**src/rtl/dbus_ctrl_pkg.sv**
```systemverilog
`default_nettype none
// +----------------------------------------------------------------------------+
// | Module   : dbus_ctrl_pkg                                                   |
// | Brief    : Shared types and widths for the memory-stage data-bus controller.|
// | Revision : 1.0                                                             |
// +----------------------------------------------------------------------------+
package dbus_ctrl_pkg;

  localparam int ADDR_WIDTH = 32;
  localparam int DATA_WIDTH = 32;
  localparam int BE_WIDTH   = DATA_WIDTH / 8;

  typedef enum logic [1:0] {
    IDLE    = 2'd0,
    UC_REQ  = 2'd1,
    UC_WAIT = 2'd2,
    UC_DONE = 2'd3
  } dbus_state_t;

  typedef struct packed {
    logic                  read;
    logic                  write;
    logic                  uncached;
    logic [ADDR_WIDTH-1:0] addr;
    logic [DATA_WIDTH-1:0] wrdata;
    logic [BE_WIDTH-1:0]   be;
  } dbus_req_t;

endpackage
`default_nettype wire

```
**src/rtl/dbus_ctrl_if.sv**
```systemverilog
`default_nettype none
// +----------------------------------------------------------------------------+
// | Module   : dbus_ctrl_if                                                    |
// | Brief    : Request, dcache and uncached bus signals of dbus_ctrl.          |
// | Revision : 1.0                                                             |
// +----------------------------------------------------------------------------+
interface dbus_ctrl_if #(
  parameter int ADDR_WIDTH = dbus_ctrl_pkg::ADDR_WIDTH,
  parameter int DATA_WIDTH = dbus_ctrl_pkg::DATA_WIDTH
);
  localparam int c_BE_WIDTH = DATA_WIDTH / 8;

  logic                  req_valid;
  logic                  req_read;
  logic                  req_write;
  logic                  req_uncached;
  logic [ADDR_WIDTH-1:0] req_addr;
  logic [DATA_WIDTH-1:0] req_wrdata;
  logic [c_BE_WIDTH-1:0] req_be;
  logic                  dbus_ready;
  logic [DATA_WIDTH-1:0] rddata;
  logic                  rddata_valid;

  logic                  dc_req;
  logic                  dc_we;
  logic [ADDR_WIDTH-1:0] dc_addr;
  logic [DATA_WIDTH-1:0] dc_wrdata;
  logic [c_BE_WIDTH-1:0] dc_be;
  logic                  dc_stall;
  logic [DATA_WIDTH-1:0] dc_rddata;

  logic                  uc_req;
  logic                  uc_we;
  logic [ADDR_WIDTH-1:0] uc_addr;
  logic [DATA_WIDTH-1:0] uc_wrdata;
  logic [c_BE_WIDTH-1:0] uc_be;
  logic                  uc_ack;
  logic                  uc_rvalid;
  logic [DATA_WIDTH-1:0] uc_rddata;

  modport master (
    input  req_valid, req_read, req_write, req_uncached, req_addr, req_wrdata, req_be,
    output dbus_ready, rddata, rddata_valid,
    output dc_req, dc_we, dc_addr, dc_wrdata, dc_be,
    input  dc_stall, dc_rddata,
    output uc_req, uc_we, uc_addr, uc_wrdata, uc_be,
    input  uc_ack, uc_rvalid, uc_rddata
  );

  modport slave (
    output req_valid, req_read, req_write, req_uncached, req_addr, req_wrdata, req_be,
    input  dbus_ready, rddata, rddata_valid,
    input  dc_req, dc_we, dc_addr, dc_wrdata, dc_be,
    output dc_stall, dc_rddata,
    input  uc_req, uc_we, uc_addr, uc_wrdata, uc_be,
    output uc_ack, uc_rvalid, uc_rddata
  );

endinterface
`default_nettype wire

```
**src/rtl/dbus_ctrl_uc_wbuf.sv**
```systemverilog
`default_nettype none
// +----------------------------------------------------------------------------+
// | Module   : dbus_ctrl_uc_wbuf                                               |
// | Brief    : One-entry posted uncached write buffer; exists only when        |
// |            DBUS_CTRL_UC_WBUF_EN is defined.                                |
// | Revision : 1.0                                                             |
// +----------------------------------------------------------------------------+
`ifdef DBUS_CTRL_UC_WBUF_EN
module dbus_ctrl_uc_wbuf
  import dbus_ctrl_pkg::*;
(
  input  logic      clk,
  input  logic      rst,
  input  logic      push,
  input  dbus_req_t push_req,
  input  logic      ack,
  output logic      valid,
  output dbus_req_t entry
);

  logic      r_valid;
  dbus_req_t r_entry;

  // push is only raised while empty, so it never collides with a drain
  always_ff @(posedge clk) begin
    if (rst) begin
      r_valid <= 1'b0;
      r_entry <= '0;
    end else if (push) begin
      r_valid <= 1'b1;
      r_entry <= push_req;
    end else if (r_valid && ack) begin
      r_valid <= 1'b0;
    end
  end

  assign valid = r_valid;
  assign entry = r_entry;

endmodule
`endif
`default_nettype wire

```
**src/rtl/dbus_ctrl.sv**
```systemverilog
`default_nettype none
// +----------------------------------------------------------------------------+
// | Module   : dbus_ctrl                                                       |
// | Brief    : Memory-stage data-bus controller: dcache / uncached steering.   |
// |            Optional DBUS_CTRL_UC_WBUF_EN adds a posted uncached write buf. |
// | Revision : 1.0                                                             |
// +----------------------------------------------------------------------------+
module dbus_ctrl
  import dbus_ctrl_pkg::*;
#(
  parameter int ADDR_WIDTH = dbus_ctrl_pkg::ADDR_WIDTH,
  parameter int DATA_WIDTH = dbus_ctrl_pkg::DATA_WIDTH
) (
  input  logic        clk,
  input  logic        rst,
  dbus_ctrl_if.master bus
);

  localparam int c_BE_WIDTH = DATA_WIDTH / 8;

  dbus_state_t           r_state;
  dbus_req_t             r_req;
  logic [DATA_WIDTH-1:0] r_uc_rddata;
  logic                  r_dc_rd_pend;

  logic      w_active;
  logic      w_cached;
  logic      w_uncached;
  logic      w_dc_accept;
  logic      w_uc_start;
  logic      w_wb_push;
  logic      w_ready;
  logic      w_uc_rd_done;
  dbus_req_t w_req_in;
  dbus_req_t w_uc_src;

  assign w_active    = bus.req_valid & (bus.req_read | bus.req_write);
  assign w_cached    = w_active & ~bus.req_uncached;
  assign w_uncached  = w_active & bus.req_uncached;
  assign w_dc_accept = w_cached & ~bus.dc_stall;

  // read+write together is a write
  always_comb begin
    w_req_in          = '0;
    w_req_in.read     = bus.req_read & ~bus.req_write;
    w_req_in.write    = bus.req_write;
    w_req_in.uncached = bus.req_uncached;
    w_req_in.addr     = bus.req_addr;
    w_req_in.wrdata   = bus.req_wrdata;
    w_req_in.be       = bus.req_be;
  end

`ifdef DBUS_CTRL_UC_WBUF_EN
  logic      w_wb_valid;
  dbus_req_t w_wb_entry;

  assign w_wb_push  = (r_state == IDLE) & w_uncached & bus.req_write & ~w_wb_valid;
  // a full buffer holds back every uncached access to keep ordering
  assign w_uc_start = (r_state == IDLE) & w_uncached & ~bus.req_write & ~w_wb_valid;

  dbus_ctrl_uc_wbuf u_uc_wbuf (
    .clk      (clk),
    .rst      (rst),
    .push     (w_wb_push),
    .push_req (w_req_in),
    .ack      (bus.uc_ack),
    .valid    (w_wb_valid),
    .entry    (w_wb_entry)
  );
`else
  assign w_wb_push  = 1'b0;
  assign w_uc_start = (r_state == IDLE) & w_uncached;
`endif

  always_ff @(posedge clk) begin
    if (rst) begin
      r_state      <= IDLE;
      r_req        <= '0;
      r_uc_rddata  <= '0;
      r_dc_rd_pend <= 1'b0;
    end else begin
      r_dc_rd_pend <= w_dc_accept & ~bus.req_write;
      case (r_state)
        IDLE: begin
          if (w_uc_start) begin
            r_req   <= w_req_in;
            r_state <= UC_REQ;
          end
        end
        UC_REQ: begin
          if (bus.uc_ack) begin
            if (r_req.write) begin
              r_state <= UC_DONE;
            end else if (bus.uc_rvalid) begin
              r_uc_rddata <= bus.uc_rddata;
              r_state     <= UC_DONE;
            end else begin
              r_state <= UC_WAIT;
            end
          end
        end
        UC_WAIT: begin
          if (bus.uc_rvalid) begin
            r_uc_rddata <= bus.uc_rddata;
            r_state     <= UC_DONE;
          end
        end
        UC_DONE: r_state <= IDLE;
        default: r_state <= IDLE;
      endcase
    end
  end

  always_comb begin
    w_ready = 1'b1;
    case (r_state)
      IDLE: begin
        if (w_cached)
          w_ready = ~bus.dc_stall;
        else if (w_uncached)
          w_ready = w_wb_push;
      end
      UC_REQ, UC_WAIT: w_ready = 1'b0;
      default:         w_ready = 1'b1;
    endcase
  end

  // a live source is always an uncached read or write; all-zero means idle
  always_comb begin
    w_uc_src = '0;
    if (r_state == UC_REQ)
      w_uc_src = r_req;
`ifdef DBUS_CTRL_UC_WBUF_EN
    if (w_wb_valid)
      w_uc_src = w_wb_entry;
`endif
  end

  assign w_uc_rd_done = (r_state == UC_DONE) & r_req.read;

  assign bus.dbus_ready   = w_ready;
  assign bus.rddata_valid = r_dc_rd_pend | w_uc_rd_done;
  assign bus.rddata       = r_dc_rd_pend ? bus.dc_rddata :
                            (w_uc_rd_done ? r_uc_rddata : '0);

  assign bus.dc_req    = w_cached;
  assign bus.dc_we     = w_cached & bus.req_write;
  assign bus.dc_addr   = bus.req_addr & {ADDR_WIDTH{w_cached}};
  assign bus.dc_wrdata = bus.req_wrdata & {DATA_WIDTH{w_cached}};
  assign bus.dc_be     = bus.req_be & {c_BE_WIDTH{w_cached}};

  assign bus.uc_req    = w_uc_src.uncached & (w_uc_src.read | w_uc_src.write);
  assign bus.uc_we     = w_uc_src.write;
  assign bus.uc_addr   = w_uc_src.addr;
  assign bus.uc_wrdata = w_uc_src.wrdata;
  assign bus.uc_be     = w_uc_src.be;

endmodule
`default_nettype wire
```
**src/flat_wrapper.sv**
```systemverilog
// flat-port wrapper written by rule: the top's interface ports become plain ports
module dbus_ctrl_flat import dbus_ctrl_pkg::*;
#(
  parameter int ADDR_WIDTH = dbus_ctrl_pkg::ADDR_WIDTH,
  parameter int DATA_WIDTH = dbus_ctrl_pkg::DATA_WIDTH
)
  (clk, rst, bus_req_valid, bus_req_read, bus_req_write, bus_req_uncached, bus_req_addr, bus_req_wrdata, bus_req_be, bus_dbus_ready, bus_rddata, bus_rddata_valid, bus_dc_req, bus_dc_we, bus_dc_addr, bus_dc_wrdata, bus_dc_be, bus_dc_stall, bus_dc_rddata, bus_uc_req, bus_uc_we, bus_uc_addr, bus_uc_wrdata, bus_uc_be, bus_uc_ack, bus_uc_rvalid, bus_uc_rddata);
  dbus_ctrl_if #(.ADDR_WIDTH(ADDR_WIDTH), .DATA_WIDTH(DATA_WIDTH)) bus_i ();
  input  logic clk;
  input  logic rst;
  input wire logic [$bits(bus_i.req_valid)-1:0] bus_req_valid;
  input wire logic [$bits(bus_i.req_read)-1:0] bus_req_read;
  input wire logic [$bits(bus_i.req_write)-1:0] bus_req_write;
  input wire logic [$bits(bus_i.req_uncached)-1:0] bus_req_uncached;
  input wire logic [$bits(bus_i.req_addr)-1:0] bus_req_addr;
  input wire logic [$bits(bus_i.req_wrdata)-1:0] bus_req_wrdata;
  input wire logic [$bits(bus_i.req_be)-1:0] bus_req_be;
  output wire logic [$bits(bus_i.dbus_ready)-1:0] bus_dbus_ready;
  output wire logic [$bits(bus_i.rddata)-1:0] bus_rddata;
  output wire logic [$bits(bus_i.rddata_valid)-1:0] bus_rddata_valid;
  output wire logic [$bits(bus_i.dc_req)-1:0] bus_dc_req;
  output wire logic [$bits(bus_i.dc_we)-1:0] bus_dc_we;
  output wire logic [$bits(bus_i.dc_addr)-1:0] bus_dc_addr;
  output wire logic [$bits(bus_i.dc_wrdata)-1:0] bus_dc_wrdata;
  output wire logic [$bits(bus_i.dc_be)-1:0] bus_dc_be;
  input wire logic [$bits(bus_i.dc_stall)-1:0] bus_dc_stall;
  input wire logic [$bits(bus_i.dc_rddata)-1:0] bus_dc_rddata;
  output wire logic [$bits(bus_i.uc_req)-1:0] bus_uc_req;
  output wire logic [$bits(bus_i.uc_we)-1:0] bus_uc_we;
  output wire logic [$bits(bus_i.uc_addr)-1:0] bus_uc_addr;
  output wire logic [$bits(bus_i.uc_wrdata)-1:0] bus_uc_wrdata;
  output wire logic [$bits(bus_i.uc_be)-1:0] bus_uc_be;
  input wire logic [$bits(bus_i.uc_ack)-1:0] bus_uc_ack;
  input wire logic [$bits(bus_i.uc_rvalid)-1:0] bus_uc_rvalid;
  input wire logic [$bits(bus_i.uc_rddata)-1:0] bus_uc_rddata;
  assign bus_i.req_valid = bus_req_valid;
  assign bus_i.req_read = bus_req_read;
  assign bus_i.req_write = bus_req_write;
  assign bus_i.req_uncached = bus_req_uncached;
  assign bus_i.req_addr = bus_req_addr;
  assign bus_i.req_wrdata = bus_req_wrdata;
  assign bus_i.req_be = bus_req_be;
  assign bus_dbus_ready = bus_i.dbus_ready;
  assign bus_rddata = bus_i.rddata;
  assign bus_rddata_valid = bus_i.rddata_valid;
  assign bus_dc_req = bus_i.dc_req;
  assign bus_dc_we = bus_i.dc_we;
  assign bus_dc_addr = bus_i.dc_addr;
  assign bus_dc_wrdata = bus_i.dc_wrdata;
  assign bus_dc_be = bus_i.dc_be;
  assign bus_i.dc_stall = bus_dc_stall;
  assign bus_i.dc_rddata = bus_dc_rddata;
  assign bus_uc_req = bus_i.uc_req;
  assign bus_uc_we = bus_i.uc_we;
  assign bus_uc_addr = bus_i.uc_addr;
  assign bus_uc_wrdata = bus_i.uc_wrdata;
  assign bus_uc_be = bus_i.uc_be;
  assign bus_i.uc_ack = bus_uc_ack;
  assign bus_i.uc_rvalid = bus_uc_rvalid;
  assign bus_i.uc_rddata = bus_uc_rddata;
  dbus_ctrl #(.ADDR_WIDTH(ADDR_WIDTH), .DATA_WIDTH(DATA_WIDTH)) u_core (.clk(clk), .rst(rst), .bus(bus_i));
endmodule
```
**config.mk**
```make
export PLATFORM = sky130hd
export DESIGN_NAME = dbus_ctrl_flat
export DESIGN_NICKNAME = d
export VERILOG_FILES = /design/src/rtl/dbus_ctrl_pkg.sv /design/src/rtl/dbus_ctrl_if.sv /design/src/rtl/dbus_ctrl_uc_wbuf.sv /design/src/rtl/dbus_ctrl.sv /design/src/flat_wrapper.sv
export SDC_FILE = /design/constraint.sdc
export NUM_CORES = 1
export LEC_CHECK = 0
export BUFFER_PORTS_ARGS = -buffer_cell sky130_fd_sc_hd__buf_2
export CAP_MARGIN = 25
export CELL_PAD_IN_SITES_DETAIL_PLACEMENT = 0
export CELL_PAD_IN_SITES_GLOBAL_PLACEMENT = 1
export CORE_MARGIN = 2
export CORE_UTILIZATION = 31
export CTS_CLUSTER_SIZE = 10
export DETAILED_ROUTE_END_ITERATION = 7
export GPL_ROUTABILITY_DRIVEN = 0
export PLACE_DENSITY = 0.94
export SYNTH_ARGS = -nofsm -noshare
export SYNTH_HDL_FRONTEND = slang
export SYNTH_HIERARCHICAL = 1
export SYNTH_SLANG_ARGS = --single-unit
```
**constraint.sdc**
```tcl
create_clock -name clk -period 3.2 [get_ports clk]
set_input_delay 0 -clock clk [delete_from_list [all_inputs] [get_ports clk]]
set_output_delay 0 -clock clk [all_outputs]
set_load 0.05 [all_outputs]
```
==> run metrics, run 1 <==
outcome=completed; drt pass-1 iters=4; first-pass GRT wire length=27.9 mm; core box area=0.0165 mm^2; htree depth=3; sequential fraction of the synthesis area=41.0%; Port Buffers=314; Setup crit start kind=register; crit share post-route=67.3%; Final min period=2.15 ns; Crit. End Element=primary output; WP data required=3.20 ns; Worst Path Arrival=2.15 ns; LEAKAGE=0.00388 uW; synth warn=6; initial antenna violation count=0; post-cts resize count=0; clk sinks=106; Die Ht=133 um; RSZ-0062 raised after global routing=false; sw frac=37.0%; CP Class=register to primary output; setup bufs post-CTS=0; Die X=133 um; Root Driver=clkbuf_16; sequential power share=37.6%; Setup Skew=0.00662 ns; final WL=17.8 mm; Max Clk Rate=464 MHz; Ports=315; Clock Latency Late Sink=0.34 ns; Iter 0 DRT Violations=233; Yosys reg bits=106; final hold violations=0; Hold Path Class=primary input to register; largest net degree at the start of global routing=107; Mean Syn Cell Area=7.35 um^2; NetSw=1560 uW; crit path max fanout=62; clock-pin slew on the worst setup and hold paths=0.07 ns; Synth Instances=704; Pwr Density=509 mW/mm^2; DR vias=5906; Overall Global Routing Usage=19.4%; # rows=47; CTS tree=built; Rel. slew slack=52.8%; Final Power=4220 uW; layout cell share with drive strength beyond 1=31.7%; GRT overflow=0; Comb pwr share=34.5%; most frequent cells in the layout=313 x buf_2, 204 x nand2_1, 138 x and2_1, 105 x dfxtp_1, 104 x a21oi_1; fin. max-slew vios=0; ANT cells=0; maximum vdd drop=0.000307 V; Hold WS=0.0719 ns; DIE AREA=0.0177 mm^2; mapped cell area=0.00517 mm^2; syn_nets=850; Initial Utilization=31.4%; Setup Viol. Count Final=0; number of remaining DRC errors=0; MaxCap Viol Count=0; Detail Route Antenna Nets=0; hpwl dp=11.7 mm; clock share of power=27.9%; CTS Buf Count=9; Syn-to-layout area delta=60.3%; commonest non-fill, non-tap cell in the layout=buf_2; Total Neg Setup Slack=0 ns; Synth cell types=22; CTS max path bufs=2; DR vias/cell=4.50; WL per Instance=13.6 um; worst-margin pin slew=0.709 ns; internal power=2660 uW; Nets=1233; vias in the first global route=5676
==> cells by family after synthesis <==
logic type | Yosys count | share of synthesized area [%]
adder cells (fa/ha/maj) | 5 | 1.21
AO/OA/AOI/OAI | 113 | 11.4
multiplexers | 33 | 6.39
AND/OR/NAND/NOR | 386 | 35.0
flip-flops | 106 | 41.0
buffers and inverters | 61 | 4.96
==> sequential cells by signal, indices dropped and copies added, names as in the netlist <==
signal / flops
u_core/r_req: 71
u_core/r_state: 2
u_core/r_dc_rd_pend: 1
u_core/r_uc_rddata: 32
==> power groups by stage <==
stage / clock, uW / sequential, uW / combinational [uW]
after detailed placement: 0 / 1620 / 1360
after CTS: 1210 / 1580 / 1460
after floorplan: 0 / 1580 / 975
after global placement: 0 / 1610 / 1340
final: 1180 / 1580 / 1460
after global routing: 1250 / 1600 / 1600
==> area by class of cell <==
class                   instances  area [um^2]
flip-flops and latches        106         2120
clock inverters                 5         78.8
inverters                       6         22.5
repair buffers                427         2740
multi-input cells             537         2820
clock buffers                  11          233
fillers                      1564         8180
well taps                     220          275
==> through the flow <==
stage	setup slack (ns)	instance area, um^2	cells	util [%]
finish	1.05	8290	1312	50.3
global route	0.835	8290	1312	50.3
CTS	0.944	8260	1311	50.2
detailed placement	1.10	6920	1192	42.0
global placement	1.18	6900	1191	41.9
floorplan	1.57	5170	704	-
==> path summary, 6_finish.rpt <==
check                           cells past startpoint  slack, ns                           start                            end
worst min register to register                      2       0.45    u_core/r_req[6]$_SDFFE_PP0P_   u_core/r_req[6]$_SDFFE_PP0P_
worst max-delay path                                5       1.05  u_core/r_state[1]$_SDFFE_PP0P_                     bus_uc_req
worst max register to register                      7       1.09  u_core/r_state[0]$_SDFFE_PP0P_  u_core/r_req[51]$_SDFFE_PP0P_
worst min-delay path                                2       0.07                             rst  u_core/r_req[32]$_SDFFE_PP0P_
==> critical path: stages (launching register included) <==
cell	delay (ns)
dfxtp_1	0.35
inv_1	0.11
ha_2	0.35
buf_4	0.49
o211a_1	0.22
buf_2	0.27
==> synthesized netlist by cell type, drive strengths merged <==
master	count	area share (%)
nand2	204	15
and2	138	17
a21oi	106	10
dfxtp	106	41
nor2	39	2.8
clkbuf	33	2.4
mux2i	33	6.4
buf	22	2.1
inv	6	0.44
ha	5	1.2
o211ai	2	0.39
a21o	1	0.15
a222oi	1	0.19
a311oi	1	0.17
nand2b	1	0.12
nor3	1	0.097
nor4b	1	0.17
o211a	1	0.19
o21ai	1	0.097
or2	1	0.12
or3	1	0.12
==> what timing repair did <==
item                       in CTS  in global routing
setup endpoints to repair       0                  0
hold buffers                  103                  0
hold endpoints to repair      102                  0
==> layer usage <==
layer | up-vias | track usage, % | share of wire, %
li1 | 3006 | - | -
met1 | 2665 | 22.6 | 41
met2 | 201 | 34.9 | 51
met3 | 34 | 3.23 | 5.1
met4 | 0 | 8.57 | 2.8
met5 | - | 0 | 0
No activity file was read; power rests on OpenSTA's default activity.
==> run 2: changes to the inputs <==
--- a/config.mk
+++ b/config.mk
@@ -5,16 +5,17 @@
 export SDC_FILE = /design/constraint.sdc
 export NUM_CORES = 1
 export LEC_CHECK = 0
+export ABC_AREA = 1
 export BUFFER_PORTS_ARGS = -buffer_cell sky130_fd_sc_hd__buf_2
 export CAP_MARGIN = 25
 export CELL_PAD_IN_SITES_DETAIL_PLACEMENT = 0
 export CELL_PAD_IN_SITES_GLOBAL_PLACEMENT = 1
 export CORE_MARGIN = 2
-export CORE_UTILIZATION = 31
+export CORE_UTILIZATION = 28
 export CTS_CLUSTER_SIZE = 10
 export DETAILED_ROUTE_END_ITERATION = 7
 export GPL_ROUTABILITY_DRIVEN = 0
-export PLACE_DENSITY = 0.94
+export PLACE_DENSITY = 0.89
 export SYNTH_ARGS = -nofsm -noshare
 export SYNTH_HDL_FRONTEND = slang
 export SYNTH_HIERARCHICAL = 1
==> constraint.sdc (replaced) <==
create_clock -name clk -period 2.09 [get_ports clk]
set_input_delay 0 -clock clk [delete_from_list [all_inputs] [get_ports clk]]
set_output_delay 0 -clock clk [all_outputs]
set_load 0.05 [all_outputs]
==> run metrics, run 2 <==
outcome=completed; Worst Path Arrival=1.85 ns (-0.30 ns); Synth area leaders=dfxtp_1 39%, nor2_1 15%, inv_1 12%; Clock Latency Late Sink=0.36 ns (+0.02 ns); Synth cell types=24 (+9.1%); Mean Syn Cell Area=6.14 um^2 (-16%); initial antenna violation count=0 (unchanged); synth warn=6 (unchanged); Syn-to-layout area delta=57.6%; internal power=4220 uW (+59%); CTS max path bufs=2 (unchanged); NetSw=3010 uW (+93%); Total Neg Setup Slack=0 ns (unchanged); fraction of registers with async set/reset=0% (unchanged); MaxCap Viol Count=0 (unchanged); Final min period=1.85 ns; clock share of power=22.6% (-5.3 points); CTS Buf Count=9 (unchanged); number of remaining DRC errors=0 (unchanged); Overall Global Routing Usage=17.8% (-1.6 points); Post-synth EDFFs=0 (unchanged); clk sinks=106 (unchanged); DR vias/cell=4.22 (-6.2%); Die Ht=143 um (+7.4%); Crit. End Element=primary output; commonest non-fill, non-tap cell in the layout=buf_2; sw frac=41.7% (+4.7 points); Ports=315 (unchanged); final WL=19.1 mm (+7.1%); crit path max fanout=5 (-92%); CTS tree=built; GRT overflow=0 (unchanged); maximum vdd drop=0.000477 V (+55%); Setup crit start kind=register; Comb pwr share=39.8% (+5.3 points); sequential fraction of the synthesis area=39.2% (-1.8 points); ANT cells=0 (unchanged); final hold violations=0 (unchanged); LEAKAGE=0.00511 uW (+32%); Setup Viol. Count Final=0 (unchanged); Yosys reg bits=106 (unchanged); Iter 0 DRT Violations=260 (+12%); setup bufs post-CTS=0 (unchanged); mapped cell area=0.00541 mm^2 (+4.7%); crit path from=u_core/r_state[0]$_SDFFE_PP0P_; Root Driver=clkbuf_16; most frequent cells in the layout=314 x buf_2, 211 x nor2_1, 178 x inv_1, 143 x nand2_1, 113 x o21ai_0; Top Registers=u_core/r_req (71), u_core/r_uc_rddata (32), u_core/r_state (2); Hold Path Class=primary input to register; Die X=143 um (+7.4%); worst-margin pin slew=0.510 ns (-0.199 ns); share of Yosys cell area claimed by the top area cell type=39.2% (-1.8 points); R2R Path Start=u_core/r_state[0]$_SDFFE_PP0P_; Rel. slew slack=65.9% (+13 points); most common cell in the synthesized netlist=nor2_1; hpwl dp=12.8 mm (+10%); drt pass-1 iters=5 (+1); Final Power=7240 uW (+72%); Port Buffers=314 (unchanged); Synth Instances=882 (+25%); crit share post-route=88.5%; Setup Skew=0.0103 ns (+0.00370 ns); Nets=1415 (+15%); WL per Instance=12.5 um (-8.4%); CP Class=register to primary output; DR vias=6474 (+9.6%); Max Clk Rate=540 MHz; clock-pin slew on the worst setup and hold paths=0.07 ns (about the same); Synth area leader=dfxtp_1; syn_nets=1028 (+21%); number of flip-flops in the largest register=71 (unchanged); htree depth=3 (unchanged); RSZ-0062 raised after global routing=false; Most flops, register=u_core/r_req; DIE AREA=0.0205 mm^2 (+15%); Most used DFF post-synth=dfxtp_1; first-pass GRT wire length=28.8 mm (+3.3%); Detail Route Antenna Nets=0 (unchanged); vias in the first global route=5999 (+5.7%); # rows=50 (+6.4%); critical hold path startpoint=bus_req_uncached; largest net degree at the start of global routing=70 (-35%); core box area=0.0188 mm^2 (+14%); Initial Utilization=28.7% (-2.7 points); fin. max-slew vios=0 (unchanged); layout cell share with drive strength beyond 1=28.0% (-3.7 points); Pwr Density=849 mW/mm^2 (+67%); top cells by count, synth=211 x nor2_1, 179 x inv_1, 144 x nand2_1, 113 x o21ai_0, 106 x dfxtp_1; WP data required=2.09 ns (-1.11 ns); sequential power share=37.5% (about the same)
==> run 2: cell count changes in the layout (fill, tap and decap cells not counted), moves of 61 or more <==
cell,before,now
inv_1,6,178
nand2_1,204,143
nor2_1,37,211
and2_1,138,0
a21oi_1,104,33
o21ai_0,1,113
==> run 2: worst paths after layout <==
kind              cells after the start  slack [ns]                             endpoint
hold / removal                        4        0.08       u_core/r_dc_rd_pend$_SDFF_PP0_
setup / recovery                      6        0.24                       bus_dbus_ready
hold reg to reg                       2        0.45  u_core/r_uc_rddata[19]$_SDFFE_PP0P_
setup reg to reg                      7        0.48        u_core/r_req[51]$_SDFFE_PP0P_
==> run 2: layout make-up <==
type	count	area [um^2]
clock inverters	5	37.5
well taps	260	325
clock buffers	11	243
fillers	1958	10300
flip-flops and latches	106	2120
repair buffers	431	2760
multi-input cells	539	2360
inverters	182	683
==> run 2: worst max-delay path, cell delays in order (launching register included) <==
cell	delay, ns
dfxtp_1	0.38
inv_1	0.12
ha_1	0.23
inv_1	0.18
nor2_4	0.07
a22oi_1	0.19
buf_2	0.34
==> run 2: cell families (layout without fill, tap and decap cells) <==
family | after synthesis | count (layout) | share of synthesized area, %
buffers and inverters | 237 | 629 | 17.4
and+or+nand+nor | 364 | 364 | 26.1
AOI/OAI and AO/OA | 170 | 170 | 16.2
DFF | 106 | 106 | 39.2
adders and majority gates | 5 | 5 | 1.16
==> run 2: power groups by stage <==
stage	logic (uW)	clock network, uW	registers, uW
final	2880	1640	2720
after global routing	3190	1790	2770
after floorplan	2030	0	2690
after detailed placement	2740	0	2760
after global placement	2710	0	2740
after CTS	2900	1710	2710
==> run 2: timing repair <==
item / in CTS / in global routing
hold buffers: 103 / 0
endpoints found under the setup margin: 0 / 3
resized for setup: 0 / 2
hold endpoints to repair: 103 / 0
==> run 2: routing by layer <==
metal	global-route usage, %	part of all wire, %
met4	5.63	1.3
met5	0	0
met2	31.7	48
met1	21.2	44
met3	3.89	6.4
==> run 2: stage by stage <==
stage               instances  cell area [um^2]  hold slack (ns)  setup WS [ns]  util (%)
floorplan                 882              5410           0.0645          0.109         -
global placement         1415              7210            0.220          0.540      38.3
detailed placement       1415              7210            0.232          0.488      38.3
CTS                      1534              8520           0.0600          0.129      45.3
global route             1534              8530           0.0847         0.0921      45.3
finish                   1534              8530           0.0769          0.240      45.3
